### src/rtl/mean_level_detector.sv
// Debounced hysteresis level detector for the moving-average mean: rise/fall pulses,
// per-episode peak hold, saturating rise-event counter and a registered threshold-config error.
module mean_level_detector #(
    parameter int unsigned W    = 4,
    parameter int unsigned HOLD = 3
) (
    input  logic         clk,
    input  logic         rst,
    input  logic         en,
    input  logic [W-1:0] mean_in,
    input  logic [W-1:0] th_hi,
    input  logic [W-1:0] th_lo,
    input  logic         clr,
    output logic         level,
    output logic         rise,
    output logic         fall,
    output logic [W-1:0] peak,
    output logic [7:0]   evt_cnt,
    output logic         cfg_err
);

    localparam int unsigned CW = $clog2(HOLD + 1);

    typedef enum logic [1:0] {StLow, StPendHigh, StHigh, StPendLow} state_e;

    state_e         state_q, state_d;
    logic [CW-1:0]  cnt_q, cnt_d, cnt_inc;
    logic [W-1:0]   peak_q, peak_d, peak_run_q, peak_run_d;
    logic           rise_q, rise_d, fall_q, fall_d;
    logic [7:0]     evt_q, evt_d;
    logic           cfg_err_q, cfg_err_d;
    logic           hi_ok, lo_ok, hold_hit;

    always_comb begin
        state_d    = state_q;
        cnt_d      = cnt_q;
        peak_d     = peak_q;
        peak_run_d = peak_run_q;
        rise_d     = 1'b0;
        fall_d     = 1'b0;
        hi_ok      = (mean_in >= th_hi);
        lo_ok      = (mean_in <= th_lo);
        cnt_inc    = cnt_q + CW'(1);
        hold_hit   = (cnt_inc == CW'(HOLD));

        // A registered config error freezes all debounce state.
        if (en && !cfg_err_q) begin
            unique case (state_q)
                StLow: begin
                    if (hi_ok) begin
                        if (HOLD == 1) begin
                            state_d = StHigh;
                            rise_d  = 1'b1;
                            peak_d  = mean_in;
                        end else begin
                            state_d    = StPendHigh;
                            cnt_d      = CW'(1);
                            peak_run_d = mean_in;
                        end
                    end
                end
                StPendHigh: begin
                    if (hi_ok) begin
                        if (hold_hit) begin
                            state_d = StHigh;
                            rise_d  = 1'b1;
                            cnt_d   = '0;
                            peak_d  = (mean_in > peak_run_q) ? mean_in : peak_run_q;
                        end else begin
                            cnt_d      = cnt_inc;
                            peak_run_d = (mean_in > peak_run_q) ? mean_in : peak_run_q;
                        end
                    end else begin
                        state_d = StLow;
                        cnt_d   = '0;
                    end
                end
                StHigh: begin
                    peak_d = (mean_in > peak_q) ? mean_in : peak_q;
                    if (lo_ok) begin
                        if (HOLD == 1) begin
                            state_d = StLow;
                            fall_d  = 1'b1;
                        end else begin
                            state_d = StPendLow;
                            cnt_d   = CW'(1);
                        end
                    end
                end
                StPendLow: begin
                    peak_d = (mean_in > peak_q) ? mean_in : peak_q;
                    if (lo_ok) begin
                        if (hold_hit) begin
                            state_d = StLow;
                            fall_d  = 1'b1;
                            cnt_d   = '0;
                        end else begin
                            cnt_d = cnt_inc;
                        end
                    end else begin
                        state_d = StHigh;
                        cnt_d   = '0;
                    end
                end
            endcase
        end

        evt_d = evt_q;
        if (rise_d && (evt_q != 8'd255)) begin
            evt_d = evt_q + 8'd1;
        end
        if (clr) begin
            evt_d = 8'd0;
        end

        cfg_err_d = (th_lo >= th_hi);
    end

    always_ff @(posedge clk or posedge rst) begin
        if (rst) begin
            state_q    <= StLow;
            cnt_q      <= '0;
            peak_q     <= '0;
            peak_run_q <= '0;
            rise_q     <= 1'b0;
            fall_q     <= 1'b0;
            evt_q      <= 8'd0;
            cfg_err_q  <= 1'b0;
        end else begin
            state_q    <= state_d;
            cnt_q      <= cnt_d;
            peak_q     <= peak_d;
            peak_run_q <= peak_run_d;
            rise_q     <= rise_d;
            fall_q     <= fall_d;
            evt_q      <= evt_d;
            cfg_err_q  <= cfg_err_d;
        end
    end

    assign level   = (state_q == StHigh) || (state_q == StPendLow);
    assign rise    = rise_q;
    assign fall    = fall_q;
    assign peak    = peak_q;
    assign evt_cnt = evt_q;
    assign cfg_err = cfg_err_q;

endmodule

### config.mk
export PLATFORM = sky130hd
export DESIGN_NAME = mean_level_detector
export DESIGN_NICKNAME = d
export VERILOG_FILES = /design/src/rtl/mean_level_detector.sv
export SDC_FILE = /design/constraint.sdc
export NUM_CORES = 1
export LEC_CHECK = 0
export ABC_AREA = 1
export CORE_ASPECT_RATIO = 0.8
export CORE_UTILIZATION = 35
export CTS_BUF_LIST = sky130_fd_sc_hd__clkbuf_8
export DETAILED_ROUTE_END_ITERATION = 16
export HOLD_SLACK_MARGIN = 0.02
export PLACE_DENSITY = 0.65
export SYNTH_ARGS = -nofsm -noshare
export SYNTH_HDL_FRONTEND = slang
export SYNTH_SLANG_ARGS = --single-unit
### constraint.sdc
create_clock -name clk -period 1.6 [get_ports clk]
set_input_delay 0.24 -clock clk [delete_from_list [all_inputs] [get_ports clk]]
set_output_delay 0.24 -clock clk [all_outputs]
set_load 0.03 [all_outputs]
==> results.sh, run 1 <==
export IMPL_initial_core_util=0.363
export IMPL_dp_final_hpwl_um=3410
export IMPL_worst_path_buf_inv=1
export IMPL_drv_cap=0
export IMPL_min_path_type="input pin to async pin"
export IMPL_fp_dieW_um=82.6
export IMPL_layout_min_cycle_time_ns=1.54
export IMPL_slew_headroom=0.736
export IMPL_syn_avg_cell_area_um2=7.12
export IMPL_outcome="finished clean"
export IMPL_io_pins=32
export IMPL_nFillCells=474
export IMPL_startpoint_type="flop"
export IMPL_place_congestion=0.824
export IMPL_p_int_uw=1660
export IMPL_yosys_warnings=0
export IMPL_crit_type="flop to output port"
export IMPL_switching_share=0.454
export IMPL_grt_pass1_wl_um=7940
export IMPL_cts_made_buffers=3
export IMPL_tns_ns=0
export IMPL_viasPerCell=4.82
export IMPL_core_um2=5010
export IMPL_worstPathRequired_ns=1.36
export IMPL_clock_latency_ns=0.27
export IMPL_ys_seq_area_frac=0.317
export IMPL_ant_nets=0
export IMPL_skew_ns=0.00414
export IMPL_finalSetupViolCount=0
export IMPL_syn_instance_count=255
export IMPL_ir_worst_vdd_v=0.000594
export IMPL_fp_row_count=23
export IMPL_grt_use_total=0.190
export IMPL_clockPowerShare=0.124
export IMPL_cts_tree="yes"
export IMPL_cts_root_buffer="clkbuf_8"
export IMPL_p_leak_uw=0.00143
export IMPL_placed_cells=373
export IMPL_clk_pin_slew_ns=0.09
export IMPL_crit_path_top_delay_cell="clkdlybuf4s50_1"
export IMPL_fin_nets=361
export IMPL_n_antenna_cell=0
export IMPL_synth_area_um2=1820
export IMPL_r2r_cells=11
export IMPL_rrSetupSlack_ns=0.08
export IMPL_ys_types=28
export IMPL_switchingPower_uw=1380
export IMPL_fin_crit_sh=0.962
export IMPL_grt_pass1_vias=1771
export IMPL_critPathMaxFanout=2
export IMPL_yosysTopAreaCell="dfrtp_1"
export IMPL_antenna_found_initial=0
export IMPL_dr_pass1_iters=4
export IMPL_cp_top_family="buffers and inverters"
export IMPL_cts_buffer_depth=2
export IMPL_routed_wl_um=4830
export IMPL_grt_overflow=0
export IMPL_critical_path_arrival_ns=1.30
export IMPL_hold_slack_ns=0.304
export IMPL_syn_nets=292
export IMPL_fin_util=0.548
export IMPL_r2r_end="evt_cnt[0]"
export IMPL_die_h_um=66.4
export IMPL_timing_rr_start="evt_cnt[0]"
export IMPL_final_max_slew_viol_count=0
export IMPL_layoutNonFillerInstCount=385
export IMPL_drtIter0Drc=151
export IMPL_cts_sinks=23
export IMPL_yosysTopAreaCellShare=0.317
export IMPL_netlist_top_cells_area="dfrtp_1, nand2_1, ha_1"
export IMPL_worst_pin_slew_ns=0.394
export IMPL_crit_chain="clkdlybuf4s50_1"
export IMPL_power_density_nw_per_um2=1110
export IMPL_portBuffers=31
export IMPL_grt_max_degree=24
export IMPL_worstSetupEndpointType="output port"
export IMPL_ys_ff_latch=23
export IMPL_power_frac_seq=0.284
export IMPL_layout_drive_gt1_share=0.303
export IMPL_ctsHoldBuffers=0
export IMPL_cp_startpoint="cfg_err"
export IMPL_htreeDepth=1
export IMPL_max_stage_delay_ns=0.67
export IMPL_die_area_um2=5480
export IMPL_route_detailed_drc=0
export IMPL_fmax_ghz=0.650
export IMPL_wl_per_cell_um=12.5
export IMPL_syn2layout_area_growth_pct=51.0
export IMPL_hold_viol=0
export IMPL_comb_power_share=0.592
export IMPL_dr_total_vias=1854
through the flow:
stage / instance area [µm²] / worst slack, ns / total power (µW)
after floorplan: 1820 / 0.0149 / 1870
after global placement: 2400 / -0.600 / 2400
after detailed placement: 2400 / -0.619 / 2440
after CTS: 2650 / 0.00663 / 2910
after global routing: 2740 / -0.0357 / 3290
final: 2740 / 0.0611 / 3040
cells in the final DEF (no fill, tap or decap), types with 3 or more instances in the layout:
cell type        netlist  layout
nand2_1               78      65
buf_4                  0      34
nand3_1               32      27
inv_1                 35      26
dfrtp_1               23      21
dlygate4sd2_1          0      15
ha_1                  21      14
nand2_2                0      13
inv_2                  2      11
nor2_1                12      11
nand4_1               10      10
clkdlybuf4s50_1        0       9
a21oi_1               11       7
ha_4                   0       7
nand3_4                0       4
a21oi_2                0       3
nor2_4                 2       3
nor3_1                 3       3
nor3b_1                3       3
a21boi_1               3       3
clkbuf_8               0       3
dlymetal6s2s_1         0       3
flip-flops by register name, indices dropped and copies added, names as in the netlist:
| name | cells |
|---|---|
| peak_run_q | 4 |
| state_q | 2 |
| peak | 4 |
| cfg_err | 1 |
| cnt_q | 2 |
| evt_cnt | 8 |
| rise | 1 |
| fall | 1 |
what timing repair did:
item	4_1_cts	5_1_grt
endpoints found under the setup margin	31	21
pin swaps	19	13
gates resized for setup	64	22
gates cloned	1	0
buffers inserted	3	4
per-layer routing:
metal  share of wire  wire length [µm]  vias to the layer above  GRT usage
li1                -                 -                      977          -
met1            0.47              2270                      847      0.258
met2            0.50              2440                       28      0.327
met3           0.022               106                        2     0.0179
met4          0.0035                17                        0     0.0388
met5               0                 0                        -          0
layout make-up:
class | count | area, µm² | area share
Clock inverter | 1 | 5.00 | 0.00182
Timing Repair Buffer | 66 | 557 | 0.203
Clock buffer | 3 | 41.3 | 0.0150
Multi-Input combinational cell | 190 | 1330 | 0.484
Inverter | 40 | 158 | 0.0575
Sequential cell | 23 | 578 | 0.211
Tap cell | 62 | 77.6 | 0.0283
cells in the mapped netlist:
| master | instances |
|---|---|
| nand2_1 | 78 |
| o21bai_1 | 1 |
| or2_2 | 2 |
| buf_2 | 2 |
| nand3_2 | 1 |
| a21boi_1 | 3 |
| dfrtp_1 | 23 |
| nor2_2 | 1 |
| nand4_1 | 10 |
| nand3b_2 | 1 |
| nor2_4 | 2 |
| nand2_4 | 2 |
| o21ai_0 | 2 |
| inv_2 | 2 |
| nor2_1 | 12 |
| nand3_1 | 32 |
| nor3_1 | 3 |
| nand3b_1 | 1 |
| clkbuf_1 | 1 |
| clkinv_2 | 1 |
| o211ai_1 | 1 |
| nor3b_1 | 3 |
| ha_1 | 21 |
| inv_1 | 35 |
| inv_4 | 1 |
| xor2_1 | 2 |
| clkinv_1 | 1 |
| a21oi_1 | 11 |
logic make-up after synthesis:
family                     synth area share
DFF                                   0.317
and+or+nand+nor                       0.380
buffers and inverters                0.0923
AOI/OAI and AO/OA                    0.0565
adders and majority gates             0.145
xor gates and xnor gates            0.00964
power by group through the flow:
| stage | Sequential [µW] | Combinational (µW) | Clock, µW |
|---|---|---|---|
| finish | 863 | 1800 | 375 |
| floorplan | 943 | 927 | 0 |
| detailed placement | 871 | 1560 | 0 |
| CTS | 863 | 1670 | 382 |
| global placement | 870 | 1530 | 0 |
| global route | 889 | 1990 | 410 |
worst max path at each step:
stage | cells after the start | slack (ns) | endpoint
after CTS | 9 | 0.007 | peak[2]
after floorplan | 10 | 0.01 | evt_cnt[0]
after global placement | 10 | -0.60 | evt_cnt[5]
after global routing | 11 | -0.04 | evt_cnt[5]
final | 1 | 0.06 | cfg_err
after detailed placement | 10 | -0.62 | evt_cnt[5]
Note: power is estimated with default switching activity, not from simulation.
==> inputs of run 2 (changes only) <==
--- a/config.mk
+++ b/config.mk
@@ -8,10 +8,12 @@
 export ABC_AREA = 1
 export CORE_ASPECT_RATIO = 0.8
 export CORE_UTILIZATION = 35
-export CTS_BUF_LIST = sky130_fd_sc_hd__clkbuf_8
+export CTS_BUF_LIST = sky130_fd_sc_hd__clkbuf_16
+export CTS_CLUSTER_SIZE = 10
 export DETAILED_ROUTE_END_ITERATION = 16
 export HOLD_SLACK_MARGIN = 0.02
 export PLACE_DENSITY = 0.65
+export SETUP_SLACK_MARGIN = 0.05
 export SYNTH_ARGS = -nofsm -noshare
 export SYNTH_HDL_FRONTEND = slang
 export SYNTH_SLANG_ARGS = --single-unit
==> run 2 against run 1 <==
Against the previous run:
- clock power grew 45%
- routed wire length grew 21%
- power grew 24%
- via count grew 12%
- maximum frequency shrank 1.9%
- setup slack lost 0.030 ns
- clock skew shrank 0.0025 ns
- flip-flop and latch count is the same
==> results.sh, run 2 (synthesized netlist as in run 1, its figures left out) <==
export IMPL_clockPowerShare=0.145
export IMPL_p_leak_uw=0.00161
export IMPL_comb_power_share=0.621
export IMPL_wl_per_cell_um=14.4
export IMPL_grt_pass1_vias=1950
export IMPL_fmax_ghz=0.637
export IMPL_cp_top_family="simple AND/OR/NAND/NOR gates"
export IMPL_fp_dieW_um=82.6
export IMPL_htreeDepth=1
export IMPL_worstSetupEndpointType="flop"
export IMPL_grt_max_degree=24
export IMPL_antenna_found_initial=0
export IMPL_fin_crit_sh=0.980
export IMPL_power_density_nw_per_um2=1200
export IMPL_setup_slack_ns=0.0313
export IMPL_crit_path_top_delay_cell="ha_4"
export IMPL_worst_pin_slew_ns=0.402
export IMPL_placed_cells=380
export IMPL_outcome="finished clean"
export IMPL_total_power_uw=3760
export IMPL_p_int_uw=2100
export IMPL_largest_reg_flops=8
export IMPL_fin_nets=382
export IMPL_crit_type="input pin to flop"
export IMPL_post_place_ws_ns=-0.531
export IMPL_final_area_um2=3150
export IMPL_layout_min_cycle_time_ns=1.57
export IMPL_switching_share=0.443
export IMPL_nFillCells=430
export IMPL_clk_pin_slew_ns=0.06
export IMPL_fp_row_count=23
export IMPL_drtIter0Drc=130
export IMPL_critical_path_arrival_ns=1.76
export IMPL_critPathMaxFanout=6
export IMPL_min_path_type="input pin to async pin"
export IMPL_initial_core_util=0.363
export IMPL_die_area_um2=5480
export IMPL_grt_pass1_wl_um=8590
export IMPL_routed_wl_um=5830
export IMPL_cts_tree="yes"
export IMPL_worstPathRequired_ns=1.80
export IMPL_viasPerCell=5.11
export IMPL_cts_made_buffers=3
export IMPL_skew_ns=0.00167
export IMPL_switchingPower_uw=1670
export IMPL_slew_headroom=0.731
export IMPL_io_pins=32
export IMPL_grt_use_total=0.207
export IMPL_grt_overflow=0
export IMPL_route_detailed_drc=0
export IMPL_cts_sinks=23
export IMPL_layout_common_cells="nand2_1, buf_4, nand2_2, inv_1"
export IMPL_cts_buffer_depth=2
export IMPL_dr_total_vias=2074
export IMPL_worst_path_buf_inv=4
export IMPL_dpl_instance_area_um2=2470
export IMPL_ctsHoldBuffers=0
export IMPL_hold_slack_ns=0.325
export IMPL_syn2layout_area_growth_pct=73.3
export IMPL_place_congestion=0.856
export IMPL_n_antenna_cell=0
export IMPL_crit_chain="dlygate4sd2_1 > inv_2 > ha_4 > nand2_2 > inv_2 > nand3_2 > nand4_1 > nand2_2 > nor2_4 > buf_6 > nand4_1 > nand2_1"
export IMPL_power_frac_seq=0.235
export IMPL_drv_cap=0
export IMPL_ir_worst_vdd_v=0.000890
export IMPL_ant_nets=0
export IMPL_die_h_um=66.4
export IMPL_dr_pass1_iters=4
export IMPL_final_common_cell="nand2_1"
export IMPL_hold_viol=0
export IMPL_startpoint_type="input pin"
export IMPL_layoutNonFillerInstCount=406
export IMPL_max_stage_delay_ns=0.28
export IMPL_final_max_slew_viol_count=0
export IMPL_rsz0062_at_grt="yes"
export IMPL_finalSetupViolCount=0
export IMPL_layout_drive_gt1_share=0.462
export IMPL_cts_root_buffer="clkbuf_16"
export IMPL_dp_final_hpwl_um=3540
export IMPL_clock_latency_ns=0.26
export IMPL_core_um2=5010
export IMPL_portBuffers=31
run 2: cell types whose count changed in the layout (fill, tap and decap cells not counted), sizes merged:
cell	before	now
buf	35	56
clkdlybuf4s50	9	6
dlygate4sd2	15	17
clkbuf	5	6
clkinv	3	2
inv	38	39
run 2: tightest hold or removal path, delay by kind of cell:
family	cells	cell delay (ns)
buffers and inverters	3	0.74
run 2: area by class of cell:
cell class	instances	area, µm²	area share
flip-flops and latches	23	583	0.185
well taps	62	77.6	0.0246
repair buffers	87	724	0.230
clock inverters	1	3.75	0.00119
clock buffers	3	75.1	0.0238
inverters	40	158	0.0501
multi-input cells	190	1530	0.485
run 2: metal layers:
| layer | GRT usage | routed length, µm | share of wire | vias up |
|---|---|---|---|---|
| met5 | 0 | 0 | 0 | - |
| met4 | 0.0754 | 164 | 0.028 | 0 |
| met3 | 0.0234 | 194 | 0.033 | 12 |
| met2 | 0.354 | 3040 | 0.52 | 45 |
| met1 | 0.265 | 2430 | 0.42 | 996 |
| li1 | - | - | - | 1021 |
run 2: final timing paths:
path,to,slack (ns),cells after the start,start
setup / recovery,cnt_q[1],0.03,12,th_hi[3]
hold / removal,evt_cnt[7],0.32,3,rst
setup reg to reg,peak[1],0.04,8,peak_run_q[3]
hold reg to reg,cnt_q[0],0.51,2,cnt_q[0]
max in group asynchronous,peak[3],1.01,3,rst
min in group clk,cnt_q[0],0.51,2,cnt_q[0]
run 2: through the flow:
| step | TNS, ns | utilization |
|---|---|---|
| 2_1_floorplan | 0 | - |
| 3_3_place_gp | -10.28 | 0.494 |
| 3_5_place_dp | -10.38 | 0.494 |
| 4_1_cts | 0 | 0.562 |
| 5_1_grt | -0.239 | 0.629 |
| 6_report | 0 | 0.629 |
run 2: power groups by stage:
stage / sequential, µW / combinational, µW / clock, µW
detailed placement: 877 / 1670 / 0
finish: 883 / 2340 / 545
floorplan: 952 / 931 / 0
global route: 903 / 2540 / 585
CTS: 867 / 1820 / 556
global placement: 874 / 1650 / 0
run 2: repair_timing:
action / CTS / global route
gates resized for setup: 66 / 67
endpoints found under the setup margin: 32 / 23
buffers inserted: 8 / 13
gates cloned: 1 / 0
pin swaps: 17 / 32
hold endpoints to repair: 0 / 0
==> inputs of run 3 (changes only) <==
--- a/config.mk
+++ b/config.mk
@@ -6,13 +6,13 @@
 export NUM_CORES = 1
 export LEC_CHECK = 0
 export ABC_AREA = 1
-export CORE_ASPECT_RATIO = 0.8
+export CORE_ASPECT_RATIO = 0.5
 export CORE_UTILIZATION = 35
 export CTS_BUF_LIST = sky130_fd_sc_hd__clkbuf_16
 export CTS_CLUSTER_SIZE = 10
 export DETAILED_ROUTE_END_ITERATION = 16
 export HOLD_SLACK_MARGIN = 0.02
-export PLACE_DENSITY = 0.65
+export PLACE_DENSITY = 0.63
 export SETUP_SLACK_MARGIN = 0.05
 export SYNTH_ARGS = -nofsm -noshare
 export SYNTH_HDL_FRONTEND = slang
==> constraint.sdc (replaced) <==
create_clock -name clk -period 1.5 [get_ports clk]
set_input_delay 0.225 -clock clk [delete_from_list [all_inputs] [get_ports clk]]
set_output_delay 0.225 -clock clk [all_outputs]
set_load 0.03 [all_outputs]
==> run 3 against run 2 <==
Against the previous run:
- via count down 1.5%
- global-route usage down 0.60 points
- critical path depth down 3
- combinational power up 9.8%
- final area down 0.64%
- critical path type is now flop to flop
- the flow now finishes with violations (setup timing)
- critical endpoint is now peak_run_q[0]
==> results.sh, run 3 (synthesized netlist as in run 1, its figures left out) <==
export IMPL_worst_pin_slew_ns=0.396
export IMPL_cts_made_buffers=3
export IMPL_dpl_instance_area_um2=2500
export IMPL_core_um2=4950
export IMPL_p_leak_uw=0.00158
export IMPL_layout_common_cells="nand2_1, buf_4, inv_1, dlygate4sd2_1, nand2_2"
export IMPL_crit_type="flop to flop"
export IMPL_die_area_um2=5500
export IMPL_layout_drive_gt1_share=0.462
export IMPL_fin_crit_sh=1.11
export IMPL_dr_pass1_iters=5
export IMPL_crit_chain="inv_2 > ha_4 > nand2_4 > o21ai_4 > buf_4 > nand3_2 > nand2_1 > nand2_1 > a21boi_1"
export IMPL_rsz0062_at_grt="yes"
export IMPL_grt_use_total=0.201
export IMPL_outcome="finished with violations"
export IMPL_wl_per_cell_um=13.6
export IMPL_critPathMaxFanout=5
export IMPL_dp_final_hpwl_um=3570
export IMPL_ir_worst_vdd_v=0.000579
export IMPL_route_detailed_drc=0
export IMPL_initial_core_util=0.367
export IMPL_drtIter0Drc=122
export IMPL_routed_wl_um=5610
export IMPL_cts_root_buffer="clkbuf_16"
export IMPL_startpoint_type="flop"
export IMPL_clk_pin_slew_ns=0.06
export IMPL_fin_nets=380
export IMPL_skew_ns=0.00411
export IMPL_syn2layout_area_growth_pct=72.2
export IMPL_n_antenna_cell=0
export IMPL_cts_buffer_depth=2
export IMPL_setup_slack_ns=-0.172
export IMPL_final_common_cell="nand2_1"
export IMPL_drv_cap=0
export IMPL_slew_headroom=0.734
export IMPL_min_path_type="input pin to async pin"
export IMPL_grt_overflow=0
export IMPL_dr_total_vias=2042
export IMPL_grt_pass1_wl_um=8580
export IMPL_fmax_ghz=0.598
export IMPL_power_density_nw_per_um2=1300
export IMPL_finalSetupViolCount=10
export IMPL_crit_path_top_delay_cell="dfrtp_1"
export IMPL_cts_tree="yes"
export IMPL_final_max_slew_viol_count=0
export IMPL_viasPerCell=4.96
export IMPL_crit_top_cell="nand2_1"
export IMPL_largest_reg_flops=8
export IMPL_antenna_found_initial=0
export IMPL_cts_sinks=23
export IMPL_worstPathRequired_ns=1.68
export IMPL_fp_row_count=18
export IMPL_max_stage_delay_ns=0.37
export IMPL_hold_viol=0
export IMPL_io_pins=32
export IMPL_place_congestion=0.861
export IMPL_grt_pass1_vias=1847
export IMPL_ant_nets=0
export IMPL_portBuffers=31
export IMPL_worst_path_buf_inv=2
export IMPL_layout_min_cycle_time_ns=1.67
export IMPL_worstSetupEndpointType="flop"
export IMPL_total_power_uw=4080
export IMPL_fp_dieW_um=104
export IMPL_htreeDepth=1
export IMPL_die_h_um=52.9
export IMPL_critical_path_arrival_ns=1.85
export IMPL_final_area_um2=3130
export IMPL_clock_latency_ns=0.26
export IMPL_cp_top_family="compound AO/OA/AOI/OAI gates"
export IMPL_ctsHoldBuffers=0
export IMPL_grt_max_degree=24
export IMPL_violations="setup timing"
[run 3: changes by cell type in the layout (fill, tap and decap cells not counted), sizes merged]
cell / previous run / this run
clkdlybuf4s50: 6 / 3
clkbuf: 6 / 5
clkdlybuf4s15: 2 / 1
dlymetal6s2s: 3 / 0
buf: 56 / 58
dlygate4sd2: 17 / 21
[run 3: area by class of cell]
| class | instances | area, µm² |
|---|---|---|
| clock buffer | 3 | 75.1 |
| timing repair buffer | 85 | 696 |
| tap | 70 | 87.6 |
| multi-input combinational | 190 | 1520 |
| clock inverter | 1 | 3.75 |
| fill | 405 | 1830 |
| sequential | 23 | 582 |
| inverter | 40 | 160 |
[run 3: metal layers]
layer	share of wire	GRT usage	up-vias
li1	-	-	1018
met5	0	0	-
met2	0.49	0.354	65
met4	0.020	0.0595	0
met1	0.43	0.255	946
met3	0.058	0.0394	13
[run 3: timing repair]
action	CTS	global route
pin swaps	38	32
setup buffers	11	8
setup endpoints to repair	37	21
gates resized for setup	107	34
gates cloned	1	0
[run 3: worst paths after layout]
| path | startpoint | cells after the start | slack (ns) | endpoint |
|---|---|---|---|---|
| setup reg to reg | peak_run_q[3] | 9 | -0.17 | peak_run_q[0] |
| hold reg to reg | peak[2] | 2 | 0.50 | peak[2] |
| min in group clk | mean_in[0] | 4 | 0.45 | peak_run_q[0] |
| max in group asynchronous | rst | 3 | 0.90 | evt_cnt[1] |
| setup / recovery | peak_run_q[3] | 9 | -0.17 | peak_run_q[0] |
| hold / removal | rst | 3 | 0.33 | peak_run_q[0] |
[run 3: worst reg2reg max path, cell delays in order (launching register included)]
cell	delay (ns)
dfrtp_1	0.37
inv_2	0.06
ha_4	0.30
nand2_4	0.06
o21ai_4	0.28
buf_4	0.17
nand3_2	0.07
nand2_1	0.08
nand2_1	0.06
a21boi_1	0.14
[run 3: where the power goes]
group          internal, µW  leakage, µW  switching, µW
clock network           356    0.0000423            229
registers               785     0.000290            139
logic                  1120      0.00125           1440
[run 3: stage by stage]
step / hold slack (ns) / util / TNS (ns) / std cells / setup slack (ns)
after global routing: 0.367 / 0.631 / -2.21 / 412 / -0.228
after detailed placement: 0.494 / 0.505 / -12.82 / 388 / -0.645
after floorplan: 0.227 / - / -0.210 / 255 / -0.0311
final: 0.326 / 0.631 / -1.01 / 412 / -0.172
after global placement: 0.488 / 0.505 / -12.08 / 388 / -0.622
after CTS: 0.337 / 0.598 / -0.229 / 404 / -0.0466
